### config.mk
export PLATFORM = sky130hd
export DESIGN_NAME = uart_rx_byte_flat
export DESIGN_NICKNAME = d
export VERILOG_FILES = /design/src/rtl/uart_pkg.sv /design/src/rtl/uart_rx_byte_if.sv /design/src/rtl/uart_baud_tick.sv /design/src/rtl/uart_rx_byte.sv /design/src/flat_wrapper.sv
export SDC_FILE = /design/constraint.sdc
export NUM_CORES = 1
export LEC_CHECK = 0
export CORE_AREA = 2 2 48 94
export DETAILED_ROUTE_END_ITERATION = 12
export DIE_AREA = 0 0 50 96
export DONT_BUFFER_PORTS = 1
export GPL_TIMING_DRIVEN = 0
export PLACE_DENSITY = 0.61
export SYNTH_ARGS = -nofsm -noshare
export SYNTH_HDL_FRONTEND = slang
export SYNTH_SLANG_ARGS = --single-unit
### constraint.sdc
create_clock -name iCLK -period 3.44 [get_ports iCLK]
set_input_delay 0.344 -clock iCLK [delete_from_list [all_inputs] [get_ports iCLK]]
set_output_delay 0.344 -clock iCLK [all_outputs]
set_load 0.005 [all_outputs]
### src/rtl/uart_pkg.sv
// Shared types and helpers for the UART receive path.
package uart_pkg;

    typedef enum logic [2:0] {
        IDLE,
        START,
        DATA,
        STOP,
        BREAK
    } rx_state_t;

    localparam int unsigned DATA_W = 8;

    // Clocks per oversample tick, rounded to nearest, never below 1.
    function automatic int unsigned calc_div(input int unsigned clk_hz,
                                             input int unsigned baud,
                                             input int unsigned os);
        int unsigned d;
        d = (clk_hz + (baud * os) / 2) / (baud * os);
        return (d == 0) ? 1 : d;
    endfunction

endpackage

### src/rtl/uart_rx_byte_if.sv
// Byte hand-off from the receiver to its consumer, plus status strobes.
interface uart_rx_byte_if;
    import uart_pkg::*;

    logic [DATA_W-1:0] oDATA;
    logic              oVALID;
    logic              iREADY;
    logic              oFRAME_ERR;
    logic              oOVERRUN;
    logic              oBUSY;

    modport master (
        output oDATA, oVALID, oFRAME_ERR, oOVERRUN, oBUSY,
        input  iREADY
    );

    modport slave (
        input  oDATA, oVALID, oFRAME_ERR, oOVERRUN, oBUSY,
        output iREADY
    );
endinterface

### src/rtl/uart_baud_tick.sv
// Oversample tick generator: one-cycle pulse every DIV clocks, restartable.
module uart_baud_tick #(
    parameter int unsigned DIV = 27
) (
    input  logic iCLK,
    input  logic iRST_N,
    input  logic clear,
    output logic tick
);
    localparam int unsigned CW = (DIV > 1) ? $clog2(DIV) : 1;

    logic [CW-1:0] cnt;

    always_ff @(posedge iCLK or negedge iRST_N) begin
        if (!iRST_N)
            cnt <= '0;
        else if (clear || cnt == CW'(DIV - 1))
            cnt <= '0;
        else
            cnt <= cnt + 1'b1;
    end

    assign tick = !clear && (cnt == CW'(DIV - 1));
endmodule

### src/rtl/uart_rx_byte.sv
// 8N1 UART receiver with oversampled mid-bit sampling and a one-entry
// valid/ready holding register.
module uart_rx_byte
    import uart_pkg::*;
#(
    parameter int unsigned CLK_HZ     = 50_000_000,
    parameter int unsigned BAUD       = 115200,
    parameter int unsigned OVERSAMPLE = 16
) (
    input  logic iCLK,
    input  logic iRST_N,
    input  logic iRXD,
    uart_rx_byte_if.master bus
);
    localparam int unsigned DIV = calc_div(CLK_HZ, BAUD, OVERSAMPLE);
    localparam int unsigned TW  = $clog2(OVERSAMPLE);
    localparam int unsigned IW  = $clog2(DATA_W);
    localparam logic [TW-1:0] HALF_LAST = TW'(OVERSAMPLE / 2 - 1);
    localparam logic [TW-1:0] FULL_LAST = TW'(OVERSAMPLE - 1);
    localparam logic [IW-1:0] IDX_LAST  = IW'(DATA_W - 1);

    rx_state_t         state, state_n;
    logic              rx_m, rx_s, rx_d;
    logic              tick;
    logic [TW-1:0]     tcnt, tcnt_n;
    logic [IW-1:0]     idx, idx_n;
    logic [DATA_W-1:0] sh, sh_n;
    logic [DATA_W-1:0] data_q, data_n;
    logic              valid_q, valid_n;
    logic              ferr_q, ferr_n;
    logic              ovr_q, ovr_n;
    logic              done;

    // Held clear throughout IDLE so the first tick lands DIV clocks after the start edge.
    uart_baud_tick #(.DIV(DIV)) u_tick (
        .iCLK  (iCLK),
        .iRST_N(iRST_N),
        .clear (state == IDLE),
        .tick  (tick)
    );

    always_ff @(posedge iCLK or negedge iRST_N) begin
        if (!iRST_N) begin
            rx_m    <= 1'b1;
            rx_s    <= 1'b1;
            rx_d    <= 1'b1;
            state   <= IDLE;
            tcnt    <= '0;
            idx     <= '0;
            sh      <= '0;
            data_q  <= '0;
            valid_q <= 1'b0;
            ferr_q  <= 1'b0;
            ovr_q   <= 1'b0;
        end else begin
            rx_m    <= iRXD;
            rx_s    <= rx_m;
            rx_d    <= rx_s;
            state   <= state_n;
            tcnt    <= tcnt_n;
            idx     <= idx_n;
            sh      <= sh_n;
            data_q  <= data_n;
            valid_q <= valid_n;
            ferr_q  <= ferr_n;
            ovr_q   <= ovr_n;
        end
    end

    always_comb begin
        state_n = state;
        tcnt_n  = tcnt;
        idx_n   = idx;
        sh_n    = sh;
        data_n  = data_q;
        valid_n = valid_q;
        ferr_n  = 1'b0;
        ovr_n   = 1'b0;
        done    = 1'b0;

        if (valid_q && bus.iREADY)
            valid_n = 1'b0;

        case (state)
            IDLE: begin
                tcnt_n = '0;
                if (rx_d && !rx_s)
                    state_n = START;
            end
            START: begin
                if (tick) begin
                    if (tcnt == HALF_LAST) begin
                        tcnt_n  = '0;
                        idx_n   = '0;
                        state_n = rx_s ? IDLE : DATA;
                    end else begin
                        tcnt_n = tcnt + 1'b1;
                    end
                end
            end
            DATA: begin
                if (tick) begin
                    if (tcnt == FULL_LAST) begin
                        tcnt_n    = '0;
                        sh_n[idx] = rx_s;
                        if (idx == IDX_LAST)
                            state_n = STOP;
                        else
                            idx_n = idx + 1'b1;
                    end else begin
                        tcnt_n = tcnt + 1'b1;
                    end
                end
            end
            STOP: begin
                if (tick) begin
                    if (tcnt == FULL_LAST) begin
                        tcnt_n = '0;
                        if (rx_s) begin
                            done    = 1'b1;
                            state_n = IDLE;
                        end else begin
                            ferr_n  = 1'b1;
                            state_n = BREAK;
                        end
                    end else begin
                        tcnt_n = tcnt + 1'b1;
                    end
                end
            end
            BREAK: begin
                if (rx_s)
                    state_n = IDLE;
            end
            default: state_n = IDLE;
        endcase

        // A consumer accepting in the completion cycle frees the slot for the new byte.
        if (done) begin
            if (!valid_q || bus.iREADY) begin
                data_n  = sh;
                valid_n = 1'b1;
            end else begin
                ovr_n = 1'b1;
            end
        end
    end

    assign bus.oDATA      = data_q;
    assign bus.oVALID     = valid_q;
    assign bus.oFRAME_ERR = ferr_q;
    assign bus.oOVERRUN   = ovr_q;
    assign bus.oBUSY      = (state != IDLE);
endmodule

### src/flat_wrapper.sv
// flat-port wrapper written by rule: the top's interface ports become plain ports
module uart_rx_byte_flat import uart_pkg::*;
#(
    parameter int unsigned CLK_HZ     = 50_000_000,
    parameter int unsigned BAUD       = 115200,
    parameter int unsigned OVERSAMPLE = 16
)
  (iCLK, iRST_N, iRXD, bus_oDATA, bus_oVALID, bus_oFRAME_ERR, bus_oOVERRUN, bus_oBUSY, bus_iREADY);
  uart_rx_byte_if bus_i ();
  input  logic iCLK;
  input  logic iRST_N;
  input  logic iRXD;
  output wire logic [$bits(bus_i.oDATA)-1:0] bus_oDATA;
  output wire logic [$bits(bus_i.oVALID)-1:0] bus_oVALID;
  output wire logic [$bits(bus_i.oFRAME_ERR)-1:0] bus_oFRAME_ERR;
  output wire logic [$bits(bus_i.oOVERRUN)-1:0] bus_oOVERRUN;
  output wire logic [$bits(bus_i.oBUSY)-1:0] bus_oBUSY;
  input wire logic [$bits(bus_i.iREADY)-1:0] bus_iREADY;
  assign bus_oDATA = bus_i.oDATA;
  assign bus_oVALID = bus_i.oVALID;
  assign bus_oFRAME_ERR = bus_i.oFRAME_ERR;
  assign bus_oOVERRUN = bus_i.oOVERRUN;
  assign bus_oBUSY = bus_i.oBUSY;
  assign bus_i.iREADY = bus_iREADY;
  uart_rx_byte #(.CLK_HZ(CLK_HZ), .BAUD(BAUD), .OVERSAMPLE(OVERSAMPLE)) u_core (.iCLK(iCLK), .iRST_N(iRST_N), .iRXD(iRXD), .bus(bus_i));
endmodule
Yosys cells after proc, flatten, opt, wreduce, memory -nomap -nowiden
Index checks and enable logic that the tools add are counted.

word-level totals
  register bits after elaboration = 37
  output and inout bits = 12
  word-level logic and storage cells = 95

cells by class
  $add $sub $neg = 3
  order comparisons = 2
  equality and inequality tests = 19
  multiplexer cells = 40
  reduce and logical (&&, ||, !) cells = 19

operators by type and width
  kind                                                                          count
  3-bit two-way mux                                                             15
  2-bit by 1-bit != test with 1-bit output, second input constant               10
  4-bit two-way mux                                                             4
  3-bit one-hot mux with 5 select lines                                         1
  1-bit two-way mux                                                             14
  4-bit one-hot mux with 3 select lines                                         1
  9-bit AND reduction                                                           1
  8-bit bitwise mux                                                             1
  3-bit by 2-bit equality test with 1-bit output, second input constant         2
  3-bit equality test, second input constant                                    2
  3-bit one-hot mux with 2 select lines                                         1
  3-bit AND reduction                                                           2
  6-bit AND reduction                                                           1
  3-bit nonzero test                                                            2
  5-bit by 1-bit adder with 5-bit output, second input constant                 1
  5-bit equality test, second input constant                                    1
  5-bit two-way mux                                                             1
  4-bit by 1-bit adder with 4-bit output, second input constant                 1
  4-bit by 3-bit equality test with 1-bit output, second input constant         1
  4-bit equality test, second input constant                                    1
  1-bit logical AND                                                             4
  3-bit by 4-bit less-than comparator with 1-bit output, second input constant  1
  3-bit by 1-bit adder with 3-bit output, second input constant                 1
  1-bit demux with 3-bit select                                                 1
  10 further kinds                                                              13

Logic depth before layout (Yosys ltp)
Gate-level depths: netlist of run 1.

  depth in word-level cells = 6
  mapped depth = 8

Cells and area by module
From an unflattened synthesis of run 1, not the netlist that was laid out.

second synthesis, totals
  cells, all modules = 153
  area total of the unflattened synthesis = 1796.7 µm²

by module, submodules not included
  module          instances  cells each  area an instance (µm²)  sequential area each (µm²)
  uart_rx_byte    1          130         1521.5                  804.5
  uart_baud_tick  1          23          275.3                   125.1

Worst setup path before layout of run 1
OpenSTA, ideal clock, no wires.

  kind = register -> register
  from = register u_core.u_tick.cnt[0]
  to = register u_core.data_q[0], in the netlist u_core.bus.oDATA[0]
  library setup time = 0.125 ns
  arrival = 1.733 ns
  required time = 3.315 ns
  slack = 1.582 ns
  stages on the path, launching flop included = 9
  buffers on the path = 2
  clock period less this slack = 1.858 ns
  path through = dfrtp_1 > inv_1 > ha_1 > and4b_4 > and3_1 > buf_6 > and4_4 > buf_12 > mux2_4

on the way
  longest elaborated chain between the ends = 5

ends and longest elaborated chain
  what                           RTL line              text
  start: declaration             uart_baud_tick.sv:12  logic [CW-1:0] cnt;
  start signal: assignment       uart_baud_tick.sv:20  cnt <= cnt + 1'b1;
  5-bit equality test            uart_baud_tick.sv:23  assign tick = !clear && (cnt == CW'(DIV - 1));
  1-bit logical AND              uart_baud_tick.sv:23
  1-bit two-way mux              uart_rx_byte.sv:116   if (tick) begin
  1-bit two-way mux              uart_rx_byte.sv:84    case (state)
  2-bit AND reduction (no line)  -
  end signal: assignment         uart_rx_byte.sv:63    data_q <= data_n;
  end: declaration               uart_rx_byte.sv:28    logic [DATA_W-1:0] data_q, data_n;

No other way between the ends.
A chain may end at the register's enable or synchronous reset.

Worst setup path after layout of run 1
  from = register u_core.u_tick.cnt[0]
  to = register u_core.data_q[3], in the netlist u_core.bus.oDATA[3]

Same word-level chain as after synthesis.

==> results of run 1 <==
## cells in the mapped netlist, types with 2 or more instances
cell,count
a21oi_1,3
nand4_1,10
xnor2_1,2
dfrtp_1,34
nor2_1,14
nand3_1,5
a31oi_1,2
clkbuf_1,3
o21ai_1,5
mux2_1,8
inv_1,4
ha_1,5
nor3_1,2
nand2_1,13
buf_2,3
xor2_1,2
dfstp_2,3
and2_1,3
nor2b_1,5
mux2_4,8
## kinds of logic after synthesis
family / after synthesis / share of synthesized area (%)
simple gates: 59 / 17.9
flops: 37 / 53.2
compound gates: 19 / 7.09
mux: 16 / 12.0
buf+inv: 12 / 4.15
fa+ha+maj: 5 / 3.58
xor+xnor: 4 / 2.01
## cell type report
class                           instances  area share [%]
Multi-Input combinational cell        103            38.6
Clock buffer                            7            4.48
Buffer                                  8            2.99
Sequential cell                        37            48.2
Inverter                                4           0.779
Timing Repair Buffer                    2            1.56
Tap cell                               52            3.37
## worst max-delay path, stage by stage, from the launching register on
cell and delay (ns):
dfrtp_1 0.41, inv_1 0.07, ha_1 0.17, and4b_4 0.26, and3_1 0.17, buf_6 0.12
and4_4 0.22, buf_12 0.13, mux2_4 0.30
## state kept, by name, indices dropped and copies added, names as in the netlist, 3 cells and up
signal             flops
u_core.tcnt            4
u_core.bus.oDATA       8
u_core.sh              8
u_core.state           3
u_core.u_tick.cnt      5
u_core.idx             3
## routing by layer
layer / track usage (%) / vias up / part of all wire (%)
li1: - / 557 / -
met2: 28.6 / 20 / 57
met3: 3.57 / 6 / 2.6
met5: 0 / - / 0
met4: 7.64 / 0 / 2.5
met1: 14.9 / 558 / 38
## power by group
group | internal (mW) | total (mW) | switching [mW] | leakage, nW
Combinational | 0.0608 | 0.122 | 0.0614 | 0.349
Sequential | 0.483 | 0.526 | 0.0433 | 0.489
Clock | 0.159 | 0.288 | 0.130 | 0.0443
Total | 0.702 | 0.937 | 0.235 | 0.883
## how the worst max path moves through the flow
stage                                               from                               to  slack [ns]
final                     u_core.u_tick.cnt[0]$_DFF_PN0_  u_core.bus.oDATA[3]$_DFFE_PN0P_        1.46
after global routing      u_core.u_tick.cnt[0]$_DFF_PN0_         u_core.sh[2]$_DFFE_PN0P_        1.31
after CTS                 u_core.u_tick.cnt[0]$_DFF_PN0_  u_core.bus.oDATA[3]$_DFFE_PN0P_        1.45
after detailed placement  u_core.u_tick.cnt[0]$_DFF_PN0_  u_core.bus.oDATA[5]$_DFFE_PN0P_        1.47
after global placement    u_core.u_tick.cnt[0]$_DFF_PN0_  u_core.bus.oDATA[4]$_DFFE_PN0P_        1.51
after floorplan           u_core.u_tick.cnt[0]$_DFF_PN0_  u_core.bus.oDATA[0]$_DFFE_PN0P_        1.58
## stage by stage
step | power [mW] | util (%)
after global placement | 0.634 | 44.3
final | 0.937 | 47.2
after detailed placement | 0.644 | 44.3
after CTS | 0.951 | 47.2
after floorplan | 0.618 | -
after global routing | 0.999 | 47.2
## repair_timing
action | CTS | global route
endpoints found under the setup margin | 0 | 0
hold buffers | 2 | 0
endpoints found under the hold margin | 37 | 0
==> key figures, run 1 <==
Status
  • Status: finished clean

Final layout
  • # fillers: 364
  • Multi-input gate area: 744 um^2
  • Number of diodes: 0
  • Most common cell after layout, fill and taps aside: dfrtp_1
  • Sequential Area: 930 um^2
  • Final Cell Area: 1930 um^2
  • Synth-to-Final Area Change: 10.4%
  • Layout cells sized above 1: 15.5%
  • Nets: 170
  • Fin cells: 213
  • Most frequent cells in the layout: dfrtp_1 (34), nor2_1 (14), nand2_1 (13)

Global routing
  • First-pass GRT wire length: 5.38 mm
  • Global-route usage over all layers: 15.2%
  • Initial antenna violation count: 0
  • Largest net degree at the start of global routing: 38
  • Vias in the first global route: 1157
  • Total congestion overflow: 0

Logic synthesis
  • Synth area leaders: dfrtp_1 (49%), mux2_4 (6.9%), mux2_1 (5.2%), dfstp_2 (4.5%), ha_1 (3.6%)
  • Synth Instances: 152
  • Top FF cell, synth: dfrtp_1
  • Mapped Avg Cell Area: 11.5 um^2
  • Share of the synthesized area in the top cell type: 48.7%
  • Asr flop ratio synth: 100%
  • Sequential area share after synthesis: 53.2%
  • Number of flops mapped to enable cells by yosys: 0
  • Synth Net Count: 161
  • Ys Warns: 0
  • Synth unique cells: 38
  • Post-synthesis register bit count: 37
  • Mapped cell area: 1750 um^2
  • Synth area leader: dfrtp_1

Placed design
  • DP Cell Count: 204
  • PortBufs: 0
  • Final GP Congestion: 0.803
  • Dpl cell area: 1810 um^2
  • DP Wirelength: 2.31 mm
  • Worst slack at placement: 1.47 ns

STA
  • Fin Clk Skew: 0.00481 ns
  • Setup Viol. Count Final: 0
  • Max-Slew Margin vs Limit: 64.0%
  • Hold Vio Cnt, Final: 0
  • Fmax: 0.506 GHz
  • Worst setup margin: 1.46 ns
  • Setup TNS Final: 0 ns
  • Pins Over Slew Limit: 0
  • Final worst path period need: 1.98 ns
  • RSZ-0062 raised after global routing: false
  • Hold slack: 0.0544 ns
  • Worst Max-Slew Pin Slew: 0.539 ns
  • Part of the cycle the worst path needs: 57.5%

Setup path
  • Reg2Reg Depth: 8
  • Critical Path RT: 3.60 ns
  • Crit end category: register
  • Critical path arrival: 2.14 ns
  • R2R setup slack: 1.46 ns
  • Worst Path Max Fanout: 8
  • Setup crit start kind: register
  • RR Endpoint: u_core.bus.oDATA[3]$_DFFE_PN0P_
  • Setup CP Type: register to register
  • RR Startpoint: u_core.u_tick.cnt[0]$_DFF_PN0_

Power and ir drop
  • Leak: 0.883 nW
  • Pwr per Cell Area: 486 nW/um^2
  • Max rail drop VDD: 0.389 mV

Routing
  • # DRC: 0
  • Starting DRT DRC Count: 9
  • Vias: 1141
  • Initial DRT Pass Iterations: 4
  • Routed WL per cell: 14.2 um
  • DRT antenna net count: 0
  • Final WL: 3.04 mm
  • Via/cell ratio: 5.36

Floorplan
  • Initial Util: 42.7%
  • # IOs: 16
  • Die area: 4800 um^2
  • Core area: 4090 um^2
  • Width of the die: 50 um
  • Die H: 96 um
  • Row cnt: 33

Clock tree
  • Clk_lat worst skew: 0.28 ns
  • Max Root-Sink Buffers: 2
  • TritonCTS buffer count: 5
  • Number of clock sinks: 37
  • Root Driver: clkbuf_8
  • H-tree levels: 2
  • CTS tree: yes
  • Postcts setup bufs: 0
  • Post-cts sizing count: 0
  • Clock-pin slew on the worst setup and hold paths: 0.07 ns

Worst hold path
  • WHS Path Cells: 0
  • Worst Hold Endpoint: u_core.rx_m$_DFF_PN1_
  • Min-delay worst type: primary input to register
  • Hold Startpoint: iRXD

Run
  • Max-cap check violation count: 0
Note: power is estimated with default switching activity, not from simulation.
==> run 2, diff against run 1 <==
--- a/config.mk
+++ b/config.mk
@@ -5,12 +5,13 @@
 export SDC_FILE = /design/constraint.sdc
 export NUM_CORES = 1
 export LEC_CHECK = 0
-export CORE_AREA = 2 2 48 94
+export ABC_AREA = 1
+export CORE_AREA = 2 2 49 96
 export DETAILED_ROUTE_END_ITERATION = 12
-export DIE_AREA = 0 0 50 96
+export DIE_AREA = 0 0 51 98
 export DONT_BUFFER_PORTS = 1
 export GPL_TIMING_DRIVEN = 0
-export PLACE_DENSITY = 0.61
+export PLACE_DENSITY = 0.64
 export SYNTH_ARGS = -nofsm -noshare
 export SYNTH_HDL_FRONTEND = slang
 export SYNTH_SLANG_ARGS = --single-unit
==> constraint.sdc (replaced) <==
create_clock -name iCLK -period 1.8 [get_ports iCLK]
set_input_delay 0.18 -clock iCLK [delete_from_list [all_inputs] [get_ports iCLK]]
set_output_delay 0.18 -clock iCLK [all_outputs]
set_load 0.005 [all_outputs]
==> key figures, run 2 <==
Power and ir drop
  • Leak: 0.995 nW
  • Comb pwr share: 25.4%
  • Sequential Power Share: 46.6%
  • Internal Dissipation: 1.35 mW
  • Pwr per Cell Area: 994 nW/um^2
  • Clock share of power: 28.0%
  • Final Power: 2.06 mW
  • Max rail drop VDD: 0.503 mV
  • Net switching power: 0.702 mW
  • Sw Share: 34.1%

Placed design
  • Worst slack at placement: 0.154 ns
  • DP Wirelength: 2.55 mm
  • PortBufs: 0
  • Final GP Congestion: 0.820
  • Dpl cell area: 1930 um^2

Logic synthesis
  • Synth area leaders: dfrtp_1 (46%), nand2_1 (12%), inv_1 (4.6%), nand3_1 (4.3%), dfstp_2 (4.2%)
  • Share of the synthesized area in the top cell type: 45.8%
  • Synth top cells by count: nand2_1 (57), dfrtp_1 (34), inv_1 (23)
  • Number of flops mapped to enable cells by yosys: 0
  • Top FF cell, synth: dfrtp_1
  • Ys Warns: 0
  • Post-synthesis register bit count: 37
  • Synth area leader: dfrtp_1
  • Asr flop ratio synth: 100%
  • Mapped cell area: 1860 um^2
  • Mapped Avg Cell Area: 8.76 um^2
  • Synth unique cells: 31
  • Most frequent cell after synthesis: nand2_1
  • Sequential area share after synthesis: 50.0%
  • Synth Instances: 212
  • Synth Net Count: 221

Floorplan
  • Width of the die: 51 um
  • Die H: 98 um
  • # IOs: 16
  • Initial Util: 43.2%
  • Die area: 5000 um^2
  • Row cnt: 34
  • Core area: 4300 um^2

STA
  • Max-Slew Margin vs Limit: 70.4%
  • Hold slack: 0.161 ns
  • Worst setup margin: 0.186 ns
  • Fmax: 0.620 GHz
  • Setup TNS Final: 0 ns
  • Final worst path period need: 1.61 ns
  • Pins Over Slew Limit: 0
  • Part of the cycle the worst path needs: 89.6%
  • Setup Viol. Count Final: 0
  • Fin Clk Skew: 0.00504 ns
  • Hold Vio Cnt, Final: 0
  • Worst Max-Slew Pin Slew: 0.444 ns
  • RSZ-0062 raised after global routing: false

Setup path
  • Crit end category: register
  • Setup CP Type: register to register
  • Reg2Reg Depth: 8
  • Critical Path RT: 2.02 ns
  • Worst Path Max Fanout: 6
  • Critical path arrival: 1.83 ns
  • Setup crit start kind: register

Final layout
  • Nets: 233
  • Final Cell Area: 2070 um^2
  • Most frequent cells in the layout: nand2_1 (56), dfrtp_1 (34), inv_1 (23)
  • Most common cell after layout, fill and taps aside: nand2_1
  • Synth-to-Final Area Change: 11.4%
  • Number of diodes: 0
  • Layout cells sized above 1: 19.2%

Routing
  • DRT antenna net count: 0
  • # DRC: 0
  • Final WL: 3.31 mm
  • Routed WL per cell: 11.9 um
  • Vias: 1374
  • Initial DRT Pass Iterations: 4
  • Starting DRT DRC Count: 23
  • Via/cell ratio: 4.94

Clock tree
  • H-tree levels: 2
  • Clk_lat worst skew: 0.28 ns
  • CTS tree: yes
  • TritonCTS buffer count: 5
  • Root Driver: clkbuf_8
  • Max Root-Sink Buffers: 2
  • Number of clock sinks: 37
  • Clock-pin slew on the worst setup and hold paths: 0.07 ns

Global routing
  • Total congestion overflow: 0
  • Global-route usage over all layers: 15.7%
  • Initial antenna violation count: 0
  • Vias in the first global route: 1357
  • Largest net degree at the start of global routing: 38
  • First-pass GRT wire length: 5.89 mm

Run
  • Max-cap check violation count: 0

Status
  • Status: finished clean

Worst hold path
  • WHS Path Cells: 3
  • Min-delay worst type: primary input to register
==> run 2: cell count changes in the layout (fill, tap and decap cells not counted), sizes merged, moves of 10 or more <==
| cell | before | now |
|---|---|---|
| o21ai | 5 | 16 |
| mux2 | 16 | 0 |
| nand3 | 5 | 19 |
| nand2 | 13 | 62 |
| inv | 4 | 29 |
| nor2 | 14 | 24 |
==> run 2: timing repair <==
action | CTS | global route
resized for setup | 0 | 1
endpoints found under the hold margin | 38 | 0
setup buffers | 0 | 2
endpoints found under the setup margin | 0 | 3
hold buffers | 3 | 0
==> run 2: logic make-up (layout without fill, tap and decap cells) <==
kind of cell | count (synthesis) | count (layout) | synth area share (%)
flip-flops | 37 | 37 | 50.0
AO/OA/AOI/OAI | 24 | 24 | 8.82
buffers and inverters | 31 | 43 | 6.80
adder cells (fa/ha/maj) | 5 | 5 | 3.37
XOR/XNOR | 3 | 3 | 1.41
AND/OR/NAND/NOR | 112 | 112 | 29.6
==> run 2: cell type report <==
type	instances	area [um^2]
inverter	29	111
multi-input combinational	144	805
clock buffer	7	86.3
sequential	37	930
tap	54	67.6
timing repair buffer	5	55.1
fill	433	2230
buffer	2	15.0
==> run 2: stage by stage <==
stage | std cells | util (%)
2_1_floorplan | 212 | -
3_3_place_gp | 266 | 44.8
3_5_place_dp | 266 | 44.8
4_1_cts | 276 | 47.8
5_1_grt | 278 | 48.2
6_report | 278 | 48.2
==> run 2: path summary, 6_finish.rpt <==
| path | endpoint | slack, ns | start |
|---|---|---|---|
| min in group asynchronous | u_core.bus.oFRAME_ERR$_DFF_PN0_ | 0.37 | iRST_N |
| worst min-delay path | u_core.bus.oVALID$_DFF_PN0_ | 0.16 | bus_iREADY |
| worst max-delay path | u_core.idx[1]$_DFFE_PN0P_ | 0.19 | u_core.idx[1]$_DFFE_PN0P_ |
| max in group asynchronous | u_core.rx_m$_DFF_PN1_ | 1.18 | iRST_N |
| worst max register to register | u_core.idx[1]$_DFFE_PN0P_ | 0.19 | u_core.idx[1]$_DFFE_PN0P_ |
| worst min register to register | u_core.rx_s$_DFF_PN1_ | 0.36 | u_core.rx_m$_DFF_PN1_ |
==> run 2: worst max-delay path, cell delays in order, from the launching register on <==
cell and delay (ns):
dfrtp_1 0.43, ha_1 0.21, ha_1 0.20, nand3b_1 0.20
o21ai_0 0.13, nand2_1 0.08, nor2_1 0.17, nand2_1 0.07
nand2_1 0.06
==> run 2: power by group through the flow <==
stage	Combinational (mW)	Sequential, mW	Clock [mW]
after floorplan	0.406	0.961	0
after global placement	0.494	0.971	0
after detailed placement	0.502	0.974	0
after CTS	0.530	0.959	0.593
after global routing	0.605	0.970	0.631
final	0.523	0.958	0.576
==> run 2: metal layers <==
metal / global-route usage, % / vias up / part of all wire (%)
met2: 29.8 / 19 / 60
met1: 14.6 / 649 / 35
met5: 0 / - / 0
met3: 3.06 / 8 / 2.7
li1: - / 698 / -
met4: 8.52 / 0 / 2.5
==> run 3, diff against run 2 <==
--- a/config.mk
+++ b/config.mk
@@ -6,12 +6,12 @@
 export NUM_CORES = 1
 export LEC_CHECK = 0
 export ABC_AREA = 1
-export CORE_AREA = 2 2 49 96
+export CORE_AREA = 2 2 80 59
 export DETAILED_ROUTE_END_ITERATION = 12
-export DIE_AREA = 0 0 51 98
+export DIE_AREA = 0 0 82 61
 export DONT_BUFFER_PORTS = 1
 export GPL_TIMING_DRIVEN = 0
-export PLACE_DENSITY = 0.64
+export PLACE_DENSITY = 0.63
 export SYNTH_ARGS = -nofsm -noshare
 export SYNTH_HDL_FRONTEND = slang
 export SYNTH_SLANG_ARGS = --single-unit
==> constraint.sdc (replaced) <==
create_clock -name iCLK -period 1.9 [get_ports iCLK]
set_input_delay 0.19 -clock iCLK [delete_from_list [all_inputs] [get_ports iCLK]]
set_output_delay 0.19 -clock iCLK [all_outputs]
set_load 0.005 [all_outputs]
==> key figures, run 3 (same netlist as run 2, synthesis figures left out) <==
Routing
  • Via/cell ratio: 4.75
  • Final WL: 3.26 mm
  • # DRC: 0
  • DRT antenna net count: 0
  • Starting DRT DRC Count: 150
  • Initial DRT Pass Iterations: 4
  • Vias: 1321
  • Routed WL per cell: 11.7 um

STA
  • Pins Over Slew Limit: 0
  • Worst Max-Slew Pin Slew: 0.499 ns
  • RSZ-0062 raised after global routing: false
  • Setup Viol. Count Final: 0
  • Final worst path period need: 1.61 ns
  • Fin Clk Skew: 0.00460 ns
  • Part of the cycle the worst path needs: 84.9%
  • Setup TNS Final: 0 ns
  • Fmax: 0.620 GHz
  • Hold Vio Cnt, Final: 0
  • Max-Slew Margin vs Limit: 66.7%

Placed design
  • PortBufs: 0
  • DP Wirelength: 2.42 mm
  • Final GP Congestion: 0.791

Final layout
  • # fillers: 415
  • Most frequent cells in the layout: nand2_1 (57), dfrtp_1 (34), inv_1 (23)
  • Multi-input gate area: 802 um^2
  • Layout cells sized above 1: 17.5%
  • Most common cell after layout, fill and taps aside: nand2_1
  • Synth-to-Final Area Change: 10.2%
  • Final core occ: 48.7%
  • Number of diodes: 0
  • Sequential Area: 930 um^2
  • Nets: 231

Setup path
  • CP bufs+invs: 0
  • Critical path arrival: 1.85 ns
  • Most used cell, CP: nand2_1
  • Critical Path RT: 2.13 ns
  • Worst Path Max Fanout: 6
  • Setup crit start kind: register
  • Worst path cell trace: ha_1 > ha_1 > nand3b_1 > o21ai_0 > nand2_1 > nor2_1 > nand2_1 > nand2_1
  • Crit end category: register
  • Slowest stage delay, CP: 0.44 ns
  • Critical path's slowest cell: dfrtp_1
  • Delay-heaviest family, CP: simple AND/OR/NAND/NOR gates
  • Setup CP Type: register to register

Floorplan
  • Die area: 5000 um^2
  • Width of the die: 82 um
  • Die H: 61 um
  • # IOs: 16
  • Initial Util: 44.2%
  • Core area: 4200 um^2
  • Row cnt: 20

Status
  • Status: finished clean

Global routing
  • Global-route usage over all layers: 15.6%
  • Vias in the first global route: 1255
  • Largest net degree at the start of global routing: 38
  • Initial antenna violation count: 0
  • First-pass GRT wire length: 5.67 mm
  • Total congestion overflow: 0

Worst hold path
  • Min-delay worst type: primary input to register

Clock tree
  • H-tree levels: 2
  • CTS tree: yes
  • Root Driver: clkbuf_8
  • Max Root-Sink Buffers: 2
  • TritonCTS buffer count: 5
  • Clock-pin slew on the worst setup and hold paths: 0.07 ns
  • Clk_lat worst skew: 0.29 ns
  • Number of clock sinks: 37

Run
  • Max-cap check violation count: 0

Power and ir drop
  • Max rail drop VDD: 0.385 mV
  • Leak: 0.978 nW
  • Pwr per Cell Area: 940 nW/um^2
[run 3: cell count changes in the layout (fill, tap and decap cells not counted)]
cell      change
clkbuf_8      -1
clkbuf_1      +2
nand2_1       +1
buf_4         -2
nand2_2       -1
[run 3: metrics by stage]
stage	power, mW	hold WS, ns	setup slack [ns]	cell area, um^2	instances
after global placement	1.38	-0.105	0.284	1930	267
after detailed placement	1.40	-0.105	0.287	1930	267
after CTS	1.95	0.155	0.270	2050	278
after floorplan	1.29	-0.106	0.420	1860	212
final	1.92	0.156	0.287	2050	278
after global routing	2.05	0.194	0.101	2050	278
[run 3: worst min-delay path, cell delays in order]
cell and delay, ns:
inv_1 0.02, nand2_1 0.13, nand2_1 0.07
[run 3: layout make-up]
| cell class | count | area share (%) |
|---|---|---|
| well taps | 55 | 3.36 |
| repair buffers | 3 | 1.96 |
| flip-flops and latches | 37 | 45.4 |
| multi-input cells | 144 | 39.2 |
| plain buffers | 2 | 0.733 |
| clock buffers | 8 | 3.91 |
| inverters | 29 | 5.44 |
[run 3: power breakdown]
part	internal (mW)	switching, mW
clock	0.260	0.261
combinational	0.156	0.335
sequential	0.841	0.0721
[run 3: routing by layer]
layer	vias to the layer above	part of all wire [%]	track usage, %
li1	692	-	-
met1	590	54	21.8
met2	33	40	22.0
met3	6	4.2	4.76
met4	0	1.6	7.86
met5	-	0	0
[run 3: what timing repair did]
action,4_1_cts,5_1_grt
hold buffers,3,0
endpoints found under the hold margin,38,0
resized for setup,0,0
buffers inserted,0,0
[run 3: final timing paths]
check                                          start                           to  slack, ns  cells after the start
min                                       bus_iREADY  u_core.bus.oVALID$_DFF_PN0_       0.16                      3
max reg2reg                u_core.idx[1]$_DFFE_PN0P_    u_core.idx[1]$_DFFE_PN0P_       0.29                      8
max in group asynchronous                     iRST_N        u_core.rx_d$_DFF_PN1_       1.31                      2
max                        u_core.idx[1]$_DFFE_PN0P_    u_core.idx[1]$_DFFE_PN0P_       0.29                      8
min in group asynchronous                     iRST_N   u_core.tcnt[1]$_DFFE_PN0P_       0.34                      2
min reg2reg                    u_core.rx_m$_DFF_PN1_        u_core.rx_s$_DFF_PN1_       0.36                      0
